==> src/rtl/jk_bank_ctrl.sv <==
// Round-robin command scheduler that pulses j/k on one flop of a JK bank
// and verifies the flop's q afterwards.
module jk_bank_ctrl #(
    parameter int N    = 8,
    parameter int IDXW = 3
) (
    input  logic            clk,
    input  logic            rst,
    input  logic            a_valid,
    output logic            a_ready,
    input  logic [IDXW-1:0] a_idx,
    input  logic [1:0]      a_op,
    input  logic            b_valid,
    output logic            b_ready,
    input  logic [IDXW-1:0] b_idx,
    input  logic [1:0]      b_op,
    output logic [N-1:0]    j,
    output logic [N-1:0]    k,
    input  logic [N-1:0]    q,
    output logic            rsp_valid,
    output logic            rsp_src,
    output logic            rsp_q,
    output logic            rsp_err,
    output logic            busy
);

    typedef enum logic [1:0] {
        IDLE  = 2'd0,
        DRIVE = 2'd1,
        CHECK = 2'd2,
        RESP  = 2'd3
    } state_t;

    state_t          state;
    logic            prio;
    logic            src;
    logic [IDXW-1:0] idx;
    logic            expected;

    logic [IDXW-1:0] sel_idx;
    logic [1:0]      sel_op;
    logic            sel_q;
    logic            sel_in_range;
    logic [N-1:0]    sel_onehot;
    logic            cur_q;
    logic            next_expected;

    always_comb begin
        a_ready = 1'b0;
        b_ready = 1'b0;
        if (rst && state == IDLE) begin
            if (a_valid && (!b_valid || !prio)) begin
                a_ready = 1'b1;
            end else if (b_valid) begin
                b_ready = 1'b1;
            end
        end
    end

    assign sel_idx      = b_ready ? b_idx : a_idx;
    assign sel_op       = b_ready ? b_op  : a_op;
    assign sel_in_range = int'(sel_idx) < N;

    // Index decode bounded by N so out-of-range indices never select a bit.
    always_comb begin
        sel_q      = 1'b0;
        cur_q      = 1'b0;
        sel_onehot = '0;
        for (int i = 0; i < N; i++) begin
            if (int'(sel_idx) == i) begin
                sel_q         = q[i];
                sel_onehot[i] = 1'b1;
            end
            if (int'(idx) == i) begin
                cur_q = q[i];
            end
        end
    end

    always_comb begin
        next_expected = sel_q;
        unique case (sel_op)
            2'b00:   next_expected = sel_q;
            2'b01:   next_expected = 1'b0;
            2'b10:   next_expected = 1'b1;
            default: next_expected = ~sel_q;
        endcase
    end

    always_ff @(posedge clk) begin
        if (!rst) begin
            state    <= IDLE;
            prio     <= 1'b0;
            src      <= 1'b0;
            idx      <= '0;
            expected <= 1'b0;
            j        <= '0;
            k        <= '0;
        end else begin
            j <= '0;
            k <= '0;
            unique case (state)
                IDLE: begin
                    if (a_ready || b_ready) begin
                        src      <= b_ready;
                        idx      <= sel_idx;
                        expected <= next_expected;
                        prio     <= a_ready;
                        if (sel_in_range) begin
                            state <= DRIVE;
                            j     <= sel_op[1] ? sel_onehot : '0;
                            k     <= sel_op[0] ? sel_onehot : '0;
                        end else begin
                            state <= RESP;
                        end
                    end
                end
                DRIVE:   state <= CHECK;
                CHECK:   state <= IDLE;
                RESP:    state <= IDLE;
                default: state <= IDLE;
            endcase
        end
    end

    // The flop updates at the end of DRIVE, so the response must see live q.
    assign busy      = (state != IDLE);
    assign rsp_valid = (state == CHECK) || (state == RESP);
    assign rsp_src   = rsp_valid & src;
    assign rsp_q     = (state == CHECK) & cur_q;
    assign rsp_err   = (state == RESP) | ((state == CHECK) & (cur_q != expected));

endmodule

==> config.mk <==
export PLATFORM = sky130hd
export DESIGN_NAME = jk_bank_ctrl
export DESIGN_NICKNAME = d
export VERILOG_FILES = /design/src/rtl/jk_bank_ctrl.sv
export SDC_FILE = /design/constraint.sdc
export NUM_CORES = 1
export LEC_CHECK = 0
export BUFFER_PORTS_ARGS = -buffer_cell sky130_fd_sc_hd__buf_2
export CAP_MARGIN = 20
export CORE_MARGIN = 3
export CORE_UTILIZATION = 54
export CTS_BUF_LIST = sky130_fd_sc_hd__clkbuf_16
export CTS_CLUSTER_SIZE = 8
export DETAILED_ROUTE_END_ITERATION = 16
export GPL_ROUTABILITY_DRIVEN = 0
export GPL_TIMING_DRIVEN = 0
export HOLD_SLACK_MARGIN = 0.03
export PLACE_DENSITY = 0.84
export SYNTH_ARGS = -nofsm -noshare
export SYNTH_HDL_FRONTEND = slang
export SYNTH_SLANG_ARGS = --single-unit
==> constraint.sdc <==
create_clock -name clk -period 4.4 [get_ports clk]
set_input_delay 0.88 -clock clk [delete_from_list [all_inputs] [get_ports clk]]
set_output_delay 0.88 -clock clk [all_outputs]
set_load 0.005 [all_outputs]
==> results of run 1 <==
-- worst register-to-register path, stage by stage (launching register included) --
cell and delay (ns):
dfxtp_1 0.31, buf_6 0.13, nor3b_2 0.47, nand3_1 0.20
inv_1 0.20, clkbuf_8 0.20, a22oi_1 0.25, a311o_1 0.41
o211ai_2 0.07
-- routing by layer --
layer	vias to the layer above	part of all wire, %	routed length (µm)	global-route usage, %
met5	-	0	0	0
met4	0	3.0	109	6.102
met3	20	10	363	3.218
met2	99	47	1699	40.26
met1	637	39	1416	30.99
li1	646	-	-	-
-- per-stage QoR --
stage | hold slack, ns | total power [mW] | setup slack, ns | cell area (µm²)
after floorplan | 0.4575 | 0.3167 | 1.731 | 1383
after global placement | 0.4771 | 0.3485 | 1.468 | 1628
final | 0.5199 | 0.6110 | 1.320 | 1733
after global routing | 0.5501 | 0.6331 | 1.161 | 1733
after detailed placement | 0.4921 | 0.3525 | 1.404 | 1628
after CTS | 0.5116 | 0.6104 | 1.349 | 1733
-- flip-flops by register name (all words and copies together) (netlist names) --
register / count
expected: 1
idx: 3
j: 8
k: 8
prio: 1
src: 1
state: 2
-- worst max-delay path by stage --
stage / end / start / depth (start not counted)
floorplan: rsp_err / q[7] / 4
global placement: rsp_err / q[6] / 6
detailed placement: b_ready / b_valid / 6
CTS: rsp_err / q[6] / 6
global route: b_ready / b_valid / 6
finish: b_ready / b_valid / 6
-- cell type report --
class / instances / area (µm²) / area share (%)
multi-input combinational: 112 / 772.0 / 44.55
sequential: 24 / 480.5 / 27.73
timing repair buffer: 42 / 210.2 / 12.13
buffer: 11 / 103.9 / 5.993
clock buffer: 3 / 75.07 / 4.332
tap: 28 / 35.03 / 2.022
clock inverter: 1 / 30.03 / 1.733
inverter: 7 / 26.28 / 1.516
-- layout by cell type, fill, tap and decap left out, types with 2 or more instances in the layout --
master     netlist  routed
o21ai_0          2       2
nor4_1           3       3
clkbuf_8         4       4
nand2_1         16      16
nand2b_1         4       4
nor2_1          24      24
buf_2            1      43
a31oi_1          7       7
mux4_2           2       2
a22oi_1          2       2
nor3_1           4       4
clkbuf_1         3       3
a211oi_1         3       3
a21o_2           3       3
nand3_1          3       3
dfxtp_1         24      24
buf_6            2       2
inv_1            7       7
clkbuf_16        0       3
and2b_2          2       2
mux2i_1          4       4
a32oi_1          2       2
-- power breakdown --
group          leakage (nW)  internal (mW)  total, mW  switching [mW]
registers             0.195          0.227      0.234         0.00753
logic                 0.544         0.0524      0.118          0.0656
clock network        0.0511          0.181      0.259          0.0781
-- cells by family (layout without fill, tap and decap cells) --
group	count (synthesis)	in the layout	synth area share, %
simple gates	70	70	26.07
compound gates	34	34	22.17
flops	24	24	34.75
buf+inv	18	64	9.411
mux	7	7	6.968
xor+xnor	1	1	0.6336
==> results.yml, run 1 <==
run_status:
  status: "finished clean"
finish:
  drive_gt1_share_pct: 37.00
  area_delta_synth_final_pct: 25.34
  stdcell_count: 228
  nFillCells: 171
  antenna_cells: 0
  fin_util_pct: 74.74
  final_nets: 223
timing:
  relSlewSlack_pct: 46.71
  drv_slew: 0
  worst_slew_pin_slew_ns: 0.7993
  clock_skew_ns: 0.001801
  fmax_ghz: 0.3247
  fin_setup_tns_ns: 0
  fin_crit_ns: 3.080
  fin_crit_sh_pct: 69.99
  setup_viol_count_final: 0
  hold_violations: 0
  rsz0062_at_grt: "false"
synth:
  synth_area_leaders: "dfxtp_1 35%, nor2_1 6.5%, nand2_1 4.3%"
  synthTopCellsByCount: "24 x dfxtp_1, 24 x nor2_1, 16 x nand2_1"
  ys.flop_type: "dfxtp_1"
  synth_edf_count: 0
  synth_top_area_share_pct: 34.75
  synth_cells: 154
  synth_cell_types: 53
  syn_avg_cell_area_um2: 8.978
  synth_top_area_cell: "dfxtp_1"
  seq_area_frac_synth_pct: 34.75
  synthArstFlopShare_pct: 0
  syn_nets: 176
  ys_ff_latch: 24
  synth_area_um2: 1383
  yosys_warnings: 0
hold_path:
  min_from: "idx[0]"
  whs_path_depth: 2
  hold_path.class: "reg -> reg"
  hold_end: "idx[0]"
worst_setup_path:
  crit_fanout: 10
  path_cells: "buf_2 > nor3b_2 > nand3_1 > inv_1 > clkbuf_8 > buf_2"
  crit_path_end_kind: "output port"
  crit_top_cell: "buf_2"
  ff2ff_path_depth: 8
  crit_family: "simple AND/OR/NAND/NOR gates"
  required_ns: 3.52
  critPathLaunchType: "input port"
  crit_path_max_incr_delay_ns: 0.47
  path_class: "in -> out"
  reg2reg_to: "expected"
  reg2reg_slack_ns: 2.09
  cp.arrival_ns: 2.20
  rr_startpoint: "state[1]"
  path_buf_inv: 4
  cp_slowest_cell: "nor3b_2"
global_route:
  grt.total_usage_pct: 23.60
  grt_pass1_vias: 1311
  antenna_found_initial: 0
  grt_max_degree: 15
  gr-total-overflow: 0
  grt_pass1_wl_um: 6009
placement:
  port_buffers: 42
  placedCellCount: 224
  hpwl_um: 2680
cts:
  clk_path_buf_depth: 2
  cts_setup_buffers: 0
  htreeDepth: 1
  cts_made_buffers: 3
  cts-hold-fix-buffers: 0
  cts_tree: "done"
  cts.repair.resized: 0
  clk_transition_reported_paths_ns: 0.06
  clock-sinks: 24
  cts-root-buf: "clkbuf_16"
  clk_latency_ns: 0.26
floorplan:
  coreArea_um2: 2318
  die_x_um: 56.60
  start_util_pct: 59.63
  row_count: 17
  fp.dieH_um: 56.60
  die_area_um2: 3204
  num_io_pins: 45
drt:
  drc_errors: 0
  vias: 1402
  viasPerCell: 6.149
  wl_um: 3588
  drtIter0Drc: 89
  wire_per_inst_um: 15.74
  drtPass1Iterations: 5
  ant_nets: 0
power_and_ir_drop:
  p_leak_nw: 0.7904
  ir_drop_uv: 249.9
  power_density_nw_per_um2: 352.6
flow_run:
  cap_violations: 0
Power figures use the tool's default switching activity.
==> inputs of run 2 (changes only) <==
CORE_UTILIZATION = 45   (was 54)
PLACE_DENSITY = 0.75   (was 0.84)
clock period = 2.81 ns   (was 4.4 ns; I/O delays follow)
==> run 2 against run 1 <==
  * Register-to-register slack lost 1.5 ns
  * Final cell count is 1.3% higher
  * Wire length up 4.0%
  * First-iteration DRC count down 13%
  * Clock skew hardly changed
==> results.yml, run 2 (synthesis results as in run 1) <==
hold_path:
  hold_path.class: "reg -> reg"
power_and_ir_drop:
  power_density_nw_per_um2: 550.9
  ir_drop_uv: 274.5
  p_leak_nw: 0.7904
  report.power.total_mw: 0.9567
drt:
  wl_um: 3733
  ant_nets: 0
  drc_errors: 0
  drtIter0Drc: 77
  wire_per_inst_um: 16.16
  vias: 1359
  viasPerCell: 5.883
  drtPass1Iterations: 4
finish:
  final_nets: 223
  stdcell_count: 231
  seq_area_um2: 480.5
  nFillCells: 251
  largestRegisters: "j (8), k (8), idx (3)"
  multi_input_area_um2: 772.0
  antenna_cells: 0
  area_delta_synth_final_pct: 25.61
  drive_gt1_share_pct: 37.00
  layout_commonest_cell: "buf_2"
  layout_common_cells: "43 x buf_2, 24 x nor2_1, 24 x dfxtp_1"
cts:
  cts-root-buf: "clkbuf_16"
  cts_setup_buffers: 0
  htreeDepth: 1
  clk_path_buf_depth: 2
  clk_transition_reported_paths_ns: 0.06
  cts-hold-fix-buffers: 0
  clock-sinks: 24
  cts_tree: "done"
  clk_latency_ns: 0.26
  cts.repair.resized: 0
  cts_made_buffers: 3
timing:
  drv_slew: 0
  worst_slew_pin_slew_ns: 0.7742
  relSlewSlack_pct: 48.39
  worst_slack_ns: 0.4252
  fin_crit_sh_pct: 84.87
  fin_setup_tns_ns: 0
  clock_skew_ns: 0.002211
  hold_violations: 0
  rsz0062_at_grt: "false"
  setup_viol_count_final: 0
  fin_crit_ns: 2.385
  fmax_ghz: 0.4193
worst_setup_path:
  crit_path_end_kind: "output port"
  crit_path_end: "rsp_err"
  startpoint: "idx[1]"
  critPathLaunchType: "flip-flop"
  rr_startpoint: "prio"
  cp.arrival_ns: 1.82
  required_ns: 2.25
  reg2reg_slack_ns: 0.56
  reg2reg_to: "expected"
  crit_fanout: 3
  path_class: "reg -> out"
  ff2ff_path_depth: 8
floorplan:
  die_x_um: 61.43
  fp.dieH_um: 61.43
  start_util_pct: 48.46
  coreArea_um2: 2853
  row_count: 19
  die_area_um2: 3774
  num_io_pins: 45
placement:
  place_ws_ns: 0.3521
  hpwl_um: 2722
  port_buffers: 42
  placedCellCount: 227
global_route:
  grt.total_usage_pct: 21.11
  antenna_found_initial: 0
  gr-total-overflow: 0
  grt_max_degree: 15
  grt_pass1_wl_um: 5796
  busiest_layer: "met2"
  grt_pass1_vias: 1223
  grt_use_met3_pct: 4.193
  grt_util_met2_pct: 35.50
  grtUsageMet1_pct: 26.60
flow_run:
  cap_violations: 0
run_status:
  status: "finished clean"
-- run 2: routing by layer --
layer / vias to the layer above / wire length, µm
li1: 647 / -
met1: 622 / 1524
met2: 79 / 1867
met3: 11 / 273
met4: 0 / 68
met5: - / 0
-- run 2: worst min path at each step --
| stage | from | end | slack (ns) | cells after the start |
|---|---|---|---|---|
| 3_3_place_gp | src | src | 0.48 | 2 |
| 4_1_cts | state[0] | state[1] | 0.51 | 2 |
| 5_1_grt | state[0] | state[1] | 0.54 | 2 |
| 6_report | state[0] | state[1] | 0.51 | 2 |
| 2_1_floorplan | src | src | 0.46 | 2 |
| 3_5_place_dp | state[0] | state[1] | 0.50 | 2 |
-- run 2: critical path, cell delays in order, from the launching register on --
cell and delay [ns]:
dfxtp_1 0.41, mux4_2 0.53, mux2i_1 0.24, xnor2_1 0.10, o21a_1 0.17, buf_2 0.12
-- run 2: area by class of cell --
class                      instances  area share (%)
clock inverter                     1           1.729
timing repair buffer              42           12.10
buffer                            11           5.980
multi-input combinational        112           44.45
sequential                        24           27.67
tap                               31           2.233
clock buffer                       3           4.323
inverter                           7           1.513
-- run 2: per-stage QoR --
stage	instance area, µm²	hold slack [ns]	util [%]
after detailed placement	1632	0.5009	57.19
after global placement	1632	0.4795	57.19
final	1737	0.5092	60.88
after global routing	1737	0.5353	60.88
after CTS	1737	0.5103	60.88
after floorplan	1383	0.4575	-
-- run 2: report_power, final --
group	switching, mW	total [mW]	internal (mW)
sequential	0.0110	0.366	0.355
clock	0.123	0.407	0.283
combinational	0.102	0.184	0.0821
